<file path="config.mk">
export PLATFORM = sky130hd
export DESIGN_NAME = div_issue_ctrl
export DESIGN_NICKNAME = d
export VERILOG_FILES = /design/src/rtl/div_issue_ctrl_pkg.sv /design/src/rtl/div_issue_ctrl_axis_src_hold.sv /design/src/rtl/div_issue_ctrl.sv
export SDC_FILE = /design/constraint.sdc
export NUM_CORES = 1
export LEC_CHECK = 0
export CAP_MARGIN = 20
export CORE_AREA = 2 2 130 132
export DETAILED_ROUTE_END_ITERATION = 10
export DIE_AREA = 0 0 132 134
export GPL_ROUTABILITY_DRIVEN = 0
export HOLD_SLACK_MARGIN = 0.06
export PLACE_DENSITY = 0.78
export SLEW_MARGIN = 20
export SYNTH_ARGS = -nofsm -noshare
export SYNTH_HDL_FRONTEND = slang
export SYNTH_SLANG_ARGS = --single-unit
</file>
<file path="constraint.sdc">
create_clock -name clk -period 2.65 [get_ports clk]
set_input_delay 0.53 -clock clk [delete_from_list [all_inputs] [get_ports clk]]
set_output_delay 0.53 -clock clk [all_outputs]
set_load 0.01 [all_outputs]
</file>
<file path="src/rtl/div_issue_ctrl_pkg.sv">
// Shared types and constants for the divider issue sequencer.
// State encoding, result width and quotient/remainder slice positions.
package div_issue_ctrl_pkg;

  localparam int DIV_DW     = 32;
  localparam int DIV_RES_WD = 2 * DIV_DW;
  localparam int QUOT_LSB   = DIV_DW;
  localparam int REM_LSB    = 0;

  typedef enum logic [2:0] {
    S_IDLE  = 3'd0,
    S_ISSUE = 3'd1,
    S_WAIT  = 3'd2,
    S_DONE  = 3'd3,
    S_DRAIN = 3'd4
  } div_state_e;

endpackage

</file>
<file path="src/rtl/div_issue_ctrl_axis_src_hold.sv">
// Single AXI-stream source valid holder: raised on start,
// dropped on its own handshake, never re-raised until the next start.
module axis_src_hold (
  input  logic clk,
  input  logic rst_n,
  input  logic start,
  input  logic tready,
  output logic tvalid
);

  logic tvalid_d, tvalid_q;

  always_comb begin
    tvalid_d = tvalid_q;
    if (start)
      tvalid_d = 1'b1;
    else if (tvalid_q && tready)
      tvalid_d = 1'b0;
  end

  always_ff @(posedge clk or negedge rst_n) begin
    if (!rst_n)
      tvalid_q <= 1'b0;
    else
      tvalid_q <= tvalid_d;
  end

  assign tvalid = tvalid_q;

endmodule

</file>
<file path="src/rtl/div_issue_ctrl.sv">
// Sequencer between EXE and the signed/unsigned divider IPs:
// issues operands, collects the result, drains it on cancel.
module div_issue_ctrl
  import div_issue_ctrl_pkg::*;
#(
  parameter int DW = DIV_DW
) (
  input  logic            clk,
  input  logic            resetn,
  input  logic            req_valid,
  input  logic            req_signed,
  input  logic [DW-1:0]   req_src1,
  input  logic [DW-1:0]   req_src2,
  output logic            req_ready,
  input  logic            cancel,
  output logic            sdiv_dividend_tvalid,
  output logic            sdiv_divisor_tvalid,
  input  logic            sdiv_dividend_tready,
  input  logic            sdiv_divisor_tready,
  output logic            udiv_dividend_tvalid,
  output logic            udiv_divisor_tvalid,
  input  logic            udiv_dividend_tready,
  input  logic            udiv_divisor_tready,
  output logic [DW-1:0]   div_dividend_tdata,
  output logic [DW-1:0]   div_divisor_tdata,
  input  logic            sdiv_dout_tvalid,
  input  logic [2*DW-1:0] sdiv_dout_tdata,
  input  logic            udiv_dout_tvalid,
  input  logic [2*DW-1:0] udiv_dout_tdata,
  output logic            res_valid,
  output logic [DW-1:0]   res_quot,
  output logic [DW-1:0]   res_rem,
  output logic            res_dz,
  input  logic            res_ack,
  output logic            busy
);

  div_state_e    state_d, state_q;
  logic          signed_d, signed_q;
  logic [DW-1:0] src1_d, src1_q;
  logic [DW-1:0] src2_d, src2_q;
  logic [DW-1:0] quot_d, quot_q;
  logic [DW-1:0] rem_d, rem_q;
  logic          dz_d, dz_q;
  logic          csn_d, csn_q;

  logic            accept;
  logic            dvd_v, dvs_v;
  logic            dvd_rdy, dvs_rdy;
  logic            issue_done;
  logic            dout_v;
  logic [2*DW-1:0] dout;

  assign accept  = (state_q == S_IDLE) && req_valid && !cancel;
  assign dvd_rdy = signed_q ? sdiv_dividend_tready : udiv_dividend_tready;
  assign dvs_rdy = signed_q ? sdiv_divisor_tready : udiv_divisor_tready;
  assign dout_v  = signed_q ? sdiv_dout_tvalid : udiv_dout_tvalid;
  assign dout    = signed_q ? sdiv_dout_tdata : udiv_dout_tdata;

  // A channel whose valid is already low has completed its handshake.
  assign issue_done = (!dvd_v || dvd_rdy) && (!dvs_v || dvs_rdy);

  axis_src_hold u_dvd (
    .clk    (clk),
    .rst_n  (resetn),
    .start  (accept),
    .tready (dvd_rdy),
    .tvalid (dvd_v)
  );

  axis_src_hold u_dvs (
    .clk    (clk),
    .rst_n  (resetn),
    .start  (accept),
    .tready (dvs_rdy),
    .tvalid (dvs_v)
  );

  always_comb begin
    state_d  = state_q;
    signed_d = signed_q;
    src1_d   = src1_q;
    src2_d   = src2_q;
    quot_d   = quot_q;
    rem_d    = rem_q;
    dz_d     = dz_q;
    csn_d    = csn_q;
    unique case (state_q)
      S_IDLE: begin
        if (accept) begin
          signed_d = req_signed;
          src1_d   = req_src1;
          src2_d   = req_src2;
          dz_d     = (req_src2 == '0);
          csn_d    = 1'b0;
          state_d  = S_ISSUE;
        end
      end
      S_ISSUE: begin
        csn_d = csn_q || cancel;
        if (issue_done)
          state_d = csn_d ? S_DRAIN : S_WAIT;
      end
      S_WAIT: begin
        if (dout_v && cancel) begin
          state_d = S_IDLE;
        end else if (dout_v) begin
          quot_d  = dout[QUOT_LSB +: DW];
          rem_d   = dout[REM_LSB +: DW];
          state_d = S_DONE;
        end else if (cancel) begin
          state_d = S_DRAIN;
        end
      end
      S_DONE: begin
        if (cancel || res_ack)
          state_d = S_IDLE;
      end
      S_DRAIN: begin
        if (dout_v)
          state_d = S_IDLE;
      end
      default: state_d = S_IDLE;
    endcase
  end

  always_ff @(posedge clk or negedge resetn) begin
    if (!resetn) begin
      state_q  <= S_IDLE;
      signed_q <= 1'b0;
      src1_q   <= '0;
      src2_q   <= '0;
      quot_q   <= '0;
      rem_q    <= '0;
      dz_q     <= 1'b0;
      csn_q    <= 1'b0;
    end else begin
      state_q  <= state_d;
      signed_q <= signed_d;
      src1_q   <= src1_d;
      src2_q   <= src2_d;
      quot_q   <= quot_d;
      rem_q    <= rem_d;
      dz_q     <= dz_d;
      csn_q    <= csn_d;
    end
  end

  assign req_ready            = (state_q == S_IDLE);
  assign busy                 = (state_q != S_IDLE);
  assign res_valid            = (state_q == S_DONE);
  assign res_quot             = quot_q;
  assign res_rem              = rem_q;
  assign res_dz               = dz_q;
  assign div_dividend_tdata   = src1_q;
  assign div_divisor_tdata    = src2_q;
  assign sdiv_dividend_tvalid = dvd_v && signed_q;
  assign sdiv_divisor_tvalid  = dvs_v && signed_q;
  assign udiv_dividend_tvalid = dvd_v && !signed_q;
  assign udiv_divisor_tvalid  = dvs_v && !signed_q;

endmodule

</file>
==> impl_metrics.ini <==
[sta]
hold_viol = 0
tns_ps = 0
max_slew_margin = 0.584
min_period_ps = 2540
clock.fmax_ghz = 0.393
slew_violations = 0
worst_slack_ps = 109
fin_crit_sh = 0.959
rsz0062_at_grt = no
setup_viol = 0
fin_skew_ps = 10.1
tightestPinTransition_ps = 623

[power]
combPwrFrac = 0.447
ir_drop_mv = 0.706
seq_power_share = 0.334
clkPwrFrac = 0.219
p_switching_uw = 3350
p_per_area_nw_per_um2 = 1020
p_sw_frac = 0.324
p_int_uw = 6990
p_leak_uw = 0.00435
power_uw = 10300

[synthesis]
synthCells = 486
synthXorXnorAreaFrac = 0
synth_nets = 690
yosys.area_share.simple = 0.0867
synth_ff_type = dfrtp_1
yosysWarnings = 0
syn-cell-area_um2 = 5990
synthMuxAreaShare = 0.238
ys_seq_elements = 136
async_flop_share = 1.00
synth_cell_type_count = 36
synth_top_family_by_area = multiplexers
synth-adder-area-share = 0
synth.avg_cell_area_um2 = 12.3
synth_compound_area_frac = 0.0733
synth_edf_count = 0
ys_seq_area_frac = 0.568

[critical_path]
cp_num_cells = 3
slowest_delay_ps = 520
critPathTopFamily = buffers and inverters
cp_data_arrival_time_ps = 2010
end_kind = output pin
cp_cell_sequence = or3_1, inv_1, clkdlybuf4s50_1
worst-path-buf-inv = 2
r2r-start = signed_q
cp_data_required_time_ps = 2120
crit_slowest_cell = dfrtp_1
reg2reg_to = state_q[2]
crit_fanout = 9
r2r_cells = 5
worstSetupStartpointType = flop
reg2reg_slack_ps = 730
critical_path_class = flop to output pin

[global_routing]
antenna_found_initial = 0
grt_max_degree = 70
grt_usage = 0.202
gr-total-overflow = 0
grt_pass1_wl_mm = 27.8
first_global_vias = 5260

[cts]
cts_buffers = 17
ctsResizeCount = 0
clockBufferDepth = 2
clock_latency_ps = 420
h-tree-depth = 4
cts_tree = done
cts_setup_buffers = 0
root_buffer = clkbuf_16
cts_num_sinks = 136
hold_buffers = 0
clk_pin_slew_ps = 60

[finish]
fin_cells = 1056
nets = 1027
drive_gt1_frac = 0.161
fillCellCount = 1320
multiInputGateArea_um2 = 2390
area.growth.synth_to_final_pct = 69.7
regArea_um2 = 3410
layout_commonest_cell = clkdlybuf4s50_1
diodes = 0
most-common-layout-cells = clkdlybuf4s50_1, dfrtp_1, mux2i_1

[routing]
vias_per_cell = 4.70
highest_layer = met4
dr_wl_met2_mm = 8.84
first_pass_iters = 4
wl_met1_mm = 6.56
drt_iter0_markers = 104
wl_per_cell_um = 16.7
drcViolationCount = 0
route.met3.wl_mm = 1.85
drtAntennaViolNets = 0
routed_wl_mm = 17.6
vias = 4965

[placement]
place_inst = 1024
place_ws_ps = 263
dp_hpwl_mm = 13.4
portBuffers = 339

[die]
die_h_um = 134
die_w_um = 132
num_rows = 47
die_area_um2 = 17700
initial_core_util = 0.368
core_area_um2 = 16300
ios = 340

[job]
drv_cap = 0

[run_status]
status = finished, final reports clean

[hold_path]
min_path_type = input pin to async pin
[logic make-up after synthesis]
kind of cell	after synthesis
buf+inv	36
flops	136
mux	133
compound gates	76
simple gates	105
[how the worst max path moves through the flow]
stage,from,endpoint,slack [ps]
2_1_floorplan,state_q[1],req_ready,1020
3_3_place_gp,cancel,res_rem[29],320
3_5_place_dp,cancel,res_quot[8],260
4_1_cts,state_q[0],req_ready,80
5_1_grt,state_q[0],req_ready,20
6_report,state_q[0],req_ready,110
[sequential cells by signal, summed over array words and instances, names as in the netlist]
register	count
div_dividend_tdata	32
res_rem	32
csn_q	1
u_dvs.tvalid	1
div_divisor_tdata	32
u_dvd.tvalid	1
res_dz	1
state_q	3
res_quot	32
signed_q	1
[power by group through the flow]
| stage | Sequential [uW] | Combinational (uW) | Clock (uW) |
|---|---|---|---|
| after floorplan | 3800 | 1780 | 0 |
| after global placement | 3430 | 4620 | 0 |
| after detailed placement | 3490 | 4680 | 0 |
| after CTS | 3460 | 4710 | 2330 |
| after global routing | 3570 | 4960 | 2420 |
| final | 3450 | 4620 | 2260 |
[metal layers]
metal | GRT usage | vias up
li1 | - | 2398
met5 | 0 | -
met2 | 0.342 | 217
met3 | 0.0941 | 27
met4 | 0.0785 | 0
met1 | 0.221 | 2323
[cell usage after synthesis, types with 2 or more instances]
master | number | area (um^2)
clkbuf_1 | 6 | 22.5
buf_6 | 4 | 45.0
nand4_1 | 3 | 18.8
nor4bb_1 | 2 | 20.0
o21ai_0 | 46 | 230
a21oi_1 | 2 | 10.0
o21ai_2 | 10 | 87.6
dfrtp_1 | 136 | 3400
clkbuf_2 | 4 | 20.0
o31ai_1 | 3 | 22.5
mux2i_1 | 67 | 671
nor3_1 | 3 | 15.0
buf_4 | 5 | 37.5
inv_1 | 4 | 15.0
nand2_2 | 10 | 62.6
buf_2 | 13 | 65.1
nand2b_1 | 2 | 12.5
and2_1 | 2 | 12.5
mux2_2 | 65 | 732
o21ai_1 | 10 | 50.1
nand2_1 | 62 | 233
nor2b_1 | 2 | 12.5
nor4_1 | 8 | 50.1
nor2_1 | 5 | 18.8
[worst reg2reg max path, cell delays in order, from the launching register on]
cell     delay, ps
dfrtp_4        480
buf_4          450
mux2i_1        220
a22oi_1        220
nand4_1        190
o31ai_1        270
[through the flow]
stage / area, um^2 / hold slack (ps) / utilization
3_5_place_dp: 9600 / 469 / 0.590
4_1_cts: 10200 / 94.3 / 0.624
3_3_place_gp: 9600 / 460 / 0.590
6_report: 10200 / 89.8 / 0.624
5_1_grt: 10200 / 110 / 0.624
2_1_floorplan: 5990 / 234 / -
[cell type report]
class,count,share of cell area
Timing Repair Buffer,350,0.346
Sequential cell,136,0.335
Multi-Input combinational cell,314,0.235
Clock buffer,17,0.0418
Tap cell,220,0.0271
Clock inverter,15,0.0140
Inverter,4,0.00148
No activity file was read; power rests on OpenSTA's default activity.
